**src/rtl/multiway_traffic_ctrl.sv**
```systemverilog
// N-way traffic-light controller: demand-driven GREEN/YELLOW/ALLRED rotation with emergency
// preemption and night flashing; every state change waits for tick, lights decode registered state only.
module multiway_traffic_ctrl #(
  parameter int  NUM_DIR      = 4,
  parameter int  GREEN_TICKS  = 5,
  parameter int  YELLOW_TICKS = 2,
  parameter int  ALLRED_TICKS = 1,
  parameter int  CNT_W        = 8,
  localparam int DIR_W        = (NUM_DIR > 2) ? $clog2(NUM_DIR) : 1
) (
  input  logic                 clk,
  input  logic                 reset_n,
  input  logic                 tick,
  input  logic [NUM_DIR-1:0]   demand,
  input  logic                 preempt,
  input  logic [DIR_W-1:0]     preempt_dir,
  input  logic                 flash,
  output logic [3*NUM_DIR-1:0] lights,
  output logic [DIR_W-1:0]     active_dir,
  output logic [1:0]           phase
);

  typedef enum logic [1:0] {
    ST_GREEN  = 2'b00,
    ST_YELLOW = 2'b01,
    ST_ALLRED = 2'b10,
    ST_FLASH  = 2'b11
  } state_e;

  localparam logic [CNT_W-1:0] GREEN_LAST  = CNT_W'(GREEN_TICKS - 1);
  localparam logic [CNT_W-1:0] YELLOW_LAST = CNT_W'(YELLOW_TICKS - 1);
  localparam logic [CNT_W-1:0] ALLRED_LAST = CNT_W'(ALLRED_TICKS - 1);
  localparam logic [DIR_W-1:0] LAST_DIR    = DIR_W'(NUM_DIR - 1);

  state_e           state_q, state_d;
  logic [CNT_W-1:0] cnt_q, cnt_d;
  logic [DIR_W-1:0] dir_q, dir_d;
  logic             flash_on_q, flash_on_d;
  logic [DIR_W-1:0] pre_dir;
  logic [DIR_W-1:0] rr_dir;
  logic [DIR_W-1:0] idx;
  logic             found;

  assign pre_dir = (int'(preempt_dir) < NUM_DIR) ? preempt_dir : '0;

  // Search starts just after the current direction and visits it last.
  always_comb begin
    rr_dir = (dir_q == LAST_DIR) ? '0 : dir_q + 1'b1;
    found  = 1'b0;
    idx    = '0;
    for (int i = 1; i <= NUM_DIR; i++) begin
      idx = DIR_W'((int'(dir_q) + i) % NUM_DIR);
      if (!found && demand[idx]) begin
        rr_dir = idx;
        found  = 1'b1;
      end
    end
  end

  always_comb begin
    state_d    = state_q;
    cnt_d      = cnt_q;
    dir_d      = dir_q;
    flash_on_d = flash_on_q;
    if (tick) begin
      case (state_q)
        ST_GREEN: begin
          if (preempt && (pre_dir != dir_q)) begin
            state_d = ST_YELLOW;
            cnt_d   = '0;
          end else if (preempt) begin
            cnt_d = '0;
          end else if (cnt_q == GREEN_LAST) begin
            state_d = ST_YELLOW;
            cnt_d   = '0;
          end else begin
            cnt_d = cnt_q + 1'b1;
          end
        end
        ST_YELLOW: begin
          if (cnt_q == YELLOW_LAST) begin
            state_d = ST_ALLRED;
            cnt_d   = '0;
          end else begin
            cnt_d = cnt_q + 1'b1;
          end
        end
        ST_ALLRED: begin
          if (cnt_q == ALLRED_LAST) begin
            cnt_d = '0;
            if (preempt) begin
              state_d = ST_GREEN;
              dir_d   = pre_dir;
            end else if (flash) begin
              state_d    = ST_FLASH;
              flash_on_d = 1'b1;
            end else begin
              state_d = ST_GREEN;
              dir_d   = rr_dir;
            end
          end else begin
            cnt_d = cnt_q + 1'b1;
          end
        end
        default: begin
          if (!flash || preempt) begin
            state_d = ST_ALLRED;
            cnt_d   = '0;
          end else begin
            flash_on_d = ~flash_on_q;
          end
        end
      endcase
    end
  end

  always_ff @(posedge clk or negedge reset_n) begin
    if (!reset_n) begin
      state_q    <= ST_ALLRED;
      cnt_q      <= '0;
      dir_q      <= LAST_DIR;
      flash_on_q <= 1'b1;
    end else begin
      state_q    <= state_d;
      cnt_q      <= cnt_d;
      dir_q      <= dir_d;
      flash_on_q <= flash_on_d;
    end
  end

  always_comb begin
    lights = '0;
    for (int d = 0; d < NUM_DIR; d++) begin
      if (state_q == ST_FLASH)
        lights[3*d +: 3] = flash_on_q ? 3'b010 : 3'b000;
      else if ((DIR_W'(d) == dir_q) && (state_q == ST_GREEN))
        lights[3*d +: 3] = 3'b001;
      else if ((DIR_W'(d) == dir_q) && (state_q == ST_YELLOW))
        lights[3*d +: 3] = 3'b010;
      else
        lights[3*d +: 3] = 3'b100;
    end
  end

  assign active_dir = dir_q;
  assign phase      = state_q;

endmodule

```
**config.mk**
```make
export PLATFORM = sky130hd
export DESIGN_NAME = multiway_traffic_ctrl
export DESIGN_NICKNAME = d
export VERILOG_FILES = /design/src/rtl/multiway_traffic_ctrl.sv
export SDC_FILE = /design/constraint.sdc
export NUM_CORES = 1
export LEC_CHECK = 0
export CELL_PAD_IN_SITES_DETAIL_PLACEMENT = 1
export CELL_PAD_IN_SITES_GLOBAL_PLACEMENT = 1
export CORE_ASPECT_RATIO = 0.75
export CORE_MARGIN = 2
export CORE_UTILIZATION = 40
export CTS_CLUSTER_SIZE = 12
export DETAILED_ROUTE_END_ITERATION = 6
export PLACE_DENSITY = 0.84
export SLEW_MARGIN = 20
export SYNTH_ARGS = -nofsm -noshare
export SYNTH_HDL_FRONTEND = slang
export SYNTH_SLANG_ARGS = --single-unit
```
**constraint.sdc**
```tcl
create_clock -name clk -period 4.4 [get_ports clk]
set_input_delay 0.88 -clock clk [delete_from_list [all_inputs] [get_ports clk]]
set_output_delay 0.88 -clock clk [all_outputs]
set_load 0.05 [all_outputs]
```
# Word level (Yosys, flattened, before mapping)
# Cells that the tools add are included.
# classes
reduce_logical	26
mux	52
eq_ne	18
addsub	6
n_bitwise	2
n_lt_le_gt_ge	4
# op_table
cell	n
2-to-1 mux 8 bit	6
2-to-1 mux 3 bit	12
2-to-1 mux 2 bit	16
case mux 8 bit (3 select lines)	1
logical AND 1 bit	12
less-than comparator 2 x 3 -> 1 bit (second input constant)	4
AND reduction 6 bit	2
2-to-1 mux 1 bit	11
inequality test 2 bit (second input constant)	5
adder 8 x 1 -> 8 bit (second input constant)	1
binary-select mux 1 bit (select 2 bit)	4
equality test 8 x 1 -> 1 bit (second input constant)	1
equality test 8 x 3 -> 1 bit (second input constant)	1
zero test 8 bit	1
adder 2 x 1 -> 2 bit (second input constant)	3
equality test 2 bit (second input constant)	3
inequality test 3 bit (second input constant)	2
case mux 2 bit (3 select lines)	1
adder 2 bit (second input constant)	2
equality test 2 bit (first input constant)	2
zero test 1 bit	4
zero test 2 bit	2
AND reduction 4 bit	1
nonzero test 4 bit	1
other kinds (9)	10
# totals
ff_bits	13
wordCells	112
input_bits	11

# Longest topological paths before layout
# logic_depth
word_depth	15
ltp_mapped	9
mapped_depth_nobuf	7

# Worst setup path after synthesis
# Ideal clock, no wire load.
# synth_path
kind	register -> output
start	register dir_q[0], in the netlist active_dir[0]
end	output lights[2]
setup_slack_ns	1.030
arrival_time_ns	2.490
required_time_ns	3.520
n_path_buf	1
path_stages_with_launch	6
cell_sequence	dfstp_2 buf_2 inv_1 ha_1 nand2_1 a21boi_0
# synth_between
elab_chain_len	5
word_cells_on_any_way	6
classes_between	mux (3); reduce/logical (3)
# synth_rtl
item	line_no	rtl
from (decl)	37	logic [DIR_W-1:0] dir_q, dir_d;
from (signal assigned)	126	dir_q <= dir_d;
zero test 2 bit (*)	136, 138	
logical AND 1 bit	138	else if ((DIR_W'(d) == dir_q) && (state_q == ST_YELLOW))
2-to-1 mux 3 bit	138	
2-to-1 mux 3 bit (*)	136	else if ((DIR_W'(d) == dir_q) && (state_q == ST_GREEN))
2-to-1 mux 3 bit (*)	134	if (state_q == ST_FLASH)
to (decl)	18	output logic [3*NUM_DIR-1:0] lights,
# Mark *: on every way between the ends. The rest lies on a longest branch, timed or not.

# Final worst setup path
# Ends and elaborated chain as after synthesis.

==> summary.txt <==
Setup path
  • Worst flop-to-flop path endpoint: active_dir[1]
  • Type of the worst setup path: reg2out
  • Critical Path AT: 2.46 ns
  • Startpoint Class: flop
  • CP max FO: 17
  • Path depth of the worst reg2reg path: 7
  • Crit path capture: lights[2]
  • Sort of element at the end of the critical path: output port
  • Register-to-register setup slack: 1.81 ns
  • Crit. Startpoint: active_dir[0]
  • Required time at the endpoint of the critical path: 3.52 ns
  • Reg-to-reg startpoint: active_dir[0]

Detailed routing
  • Post-detailed-routing wire length: 3760 µm
  • Wirelength per Cell: 17.6 µm
  • Detailed-routed wire length on met3: 199 µm
  • Number of iterations in the first detailed-routing pass: 4
  • Antenna Violating Nets Remaining: 0
  • Uppermost layer routed: met4
  • Starting DRC count in detailed routing: 35
  • Vias: 1287
  • Metal-1 WL: 1790 µm
  • Met2 WL post-DR: 1760 µm
  • Vias per cell: 6.04
  • DRC violations left: 0

GRT
  • Largest net degree at the start of global routing: 18
  • Via count of the first global-routing pass: 1326
  • Antenna violations before repair: 0
  • Overflow left after global routing: 0
  • Global routing usage summed across all routing layers: 0.224
  • Global-route wire length before repair: 6470 µm

Clock tree
  • Clock transition at the registers of the reported paths: 0.06 ns
  • TritonCTS buffer count: 3
  • Number of buffers on the longest clock path: 2
  • H-tree level count: 1
  • Number of post-CTS setup repair buffers: 0
  • Clock latency on the worst-skew pair: 0.25 ns
  • Clock tree root buffer cell: clkbuf_8
  • Number of gates given a new drive strength after cts: 0
  • CTS tree: yes
  • Num Clock Sinks: 13
  • Hold-fix buffers, CTS: 0

STA
  • Actual transition at the worst max-transition pin: 0.787 ns
  • Final Setup Violations: 0
  • Maximum operating frequency: 299 MHz
  • Clock skew after layout: 0.00944 ns
  • RSZ-0062 raised after global routing: no
  • Final Hold Fails: 0
  • TNS Setup: 0 ns
  • Final Cycle Share: 0.759
  • Slew Viols, Final: 0
  • Worst max-slew margin expressed relative to the limit: 0.472
  • Worst Hold Slack: 0.538 ns
  • Tmin final: 3.34 ns

Floorplanning
  • Standard cell core area: 2980 µm²
  • Starting density of the core: 0.427
  • Placement Rows: 17
  • Overall die height: 52.8 µm
  • X dimension of the die: 69.1 µm
  • I/O pin cnt: 27
  • Die Outline Area: 3650 µm²

Synthesis
  • Number of synthesized register bits: 13
  • Synthesized netlist cell count: 154
  • Leading cell types by total area after synthesis: dfrtp_1, dfstp_2, ha_1, a21oi_1, mux4_2
  • Largest area contributor in the netlist: dfrtp_1
  • Total nets after synthesis: 172
  • Combined area of all synthesized cells: 1270 µm²
  • Count of yosys warnings during synthesis: 0
  • Number of enable flip-flop cells after synthesis: 0
  • Post-synth ARST share: 1.00
  • Top FF cell, synth: dfrtp_1
  • Synth cell types: 52
  • Share of synthesized area occupied by flip-flops and latches: 0.260
  • Share of the synthesized area in the top cell type: 0.177
  • Mean Syn Cell Area: 8.25 µm²

Status
  • Result of the run: finished, final reports clean

Place
  • Count of input and output buffers: 26
  • HPWL reported at the end of detailed placement: 2860 µm
  • Routability congestion estimate from global placement: 0.840

Power
  • Leakage power summed over all cells: 0.606 nW
  • Worst vdd rail ir drop: 0.000261 V
  • Power density over the cells: 841 nW/µm²

Flow run
  • Number of violations of the max-capacitance limit: 0

Final layout
  • Footprint of the multi-input gates: 851 µm²
  • Area Growth Syn to Fin: 24.8%
  • Net count of the finished layout: 194
  • Number of filler instances in the final layout: 373
  • Count of antenna diodes in the layout: 0
  • Fraction of final layout cells sized beyond drive strength 1: 0.114
  • Sequential cell area: 330 µm²

Min path
  • Path category of the worst min-delay check: reg2reg
## kinds of logic after synthesis
kind of cell | share of synthesized area
compound gates | 0.294
simple gates | 0.239
buf+inv | 0.0709
flops | 0.260
fa+ha+maj | 0.0689
mux | 0.0531
xor+xnor | 0.0138
## worst max-delay path, cell delays in order (launching register included)
cell             delay [ns]
dfstp_2                0.73
inv_1                  0.13
ha_1                   0.22
nand2_1                0.08
a21boi_0               0.21
clkdlybuf4s50_1        0.84
## stage by stage
stage | instances | util | power, W | setup WS (ns) | cell area, µm²
floorplan | 154 | - | 0.000948 | 1.03 | 1270
global placement | 209 | 0.518 | 0.00118 | 1.42 | 1540
detailed placement | 209 | 0.518 | 0.00123 | 1.32 | 1540
CTS | 213 | 0.533 | 0.00134 | 1.05 | 1590
global route | 213 | 0.533 | 0.00142 | 0.913 | 1590
finish | 213 | 0.533 | 0.00133 | 1.06 | 1590
## metal layers
layer | vias up | track usage
met4 | 0 | 0.0261
met3 | 2 | 0.0558
met2 | 36 | 0.388
met5 | - | 0
met1 | 634 | 0.296
li1 | 615 | -
## cells in the mapped netlist (4+ instances only)
master	instances
a21boi_0	4
a21oi_1	12
clkbuf_1	6
dfrtp_1	9
dfstp_2	4
ha_1	7
inv_1	10
nand2_1	10
nand3_1	6
nor2_1	8
o21ai_0	5
o21ai_1	6
o32ai_1	4
## power by group
part / internal, W / total, W / switching (W) / leakage (nW)
registers: 0.000172 / 0.000272 / 0.0000999 / 0.162
logic: 0.000348 / 0.000954 / 0.000606 / 0.421
clock network: 0.0000639 / 0.000108 / 0.0000443 / 0.0228
## cell type report
| cell class | instances | area share |
|---|---|---|
| sequential | 13 | 0.208 |
| inverter | 14 | 0.0331 |
| tap | 38 | 0.0300 |
| clock buffer | 4 | 0.0284 |
| timing repair buffer | 26 | 0.164 |
| multi-input combinational | 118 | 0.536 |
## worst min path at each step
| stage | cells after the start | end | start | slack, ns |
|---|---|---|---|---|
| CTS | 2 | flash_on_q | flash_on_q | 0.54 |
| detailed placement | 2 | flash_on_q | flash_on_q | 0.54 |
| finish | 2 | flash_on_q | flash_on_q | 0.54 |
| global route | 2 | flash_on_q | flash_on_q | 0.58 |
| global placement | 2 | flash_on_q | flash_on_q | 0.52 |
| floorplan | 2 | flash_on_q | flash_on_q | 0.50 |
## registers in the layout (all words and copies together), names as in the netlist
signal	cells
phase	2
cnt_q	8
flash_on_q	1
active_dir	2
## placed cells by master (no fill, tap or decap), types with 2 or more instances in the layout
cell type	netlist	final
clkdlybuf4s50_1	0	26
a21oi_1	12	12
inv_1	10	10
nand2_1	10	10
dfrtp_1	9	9
nor2_1	8	8
ha_1	7	7
nand3_1	6	6
o21ai_1	6	6
o21ai_0	5	5
a21boi_0	4	4
o32ai_1	4	4
dfstp_2	4	4
clkinv_1	3	3
and2_1	3	3
nand3b_1	3	3
a221oi_1	3	3
nor3_1	3	3
clkbuf_8	0	3
nand2b_1	2	2
xnor2_1	2	2
and3_1	2	2
o22ai_1	2	2
or3_1	2	2
a31oi_1	2	2
nor2b_1	2	2
nor3b_1	2	2
mux4_2	2	2
a211oi_1	2	2
a22oi_1	2	2
mux2_1	2	2
Note: power is estimated with default switching activity, not from simulation.
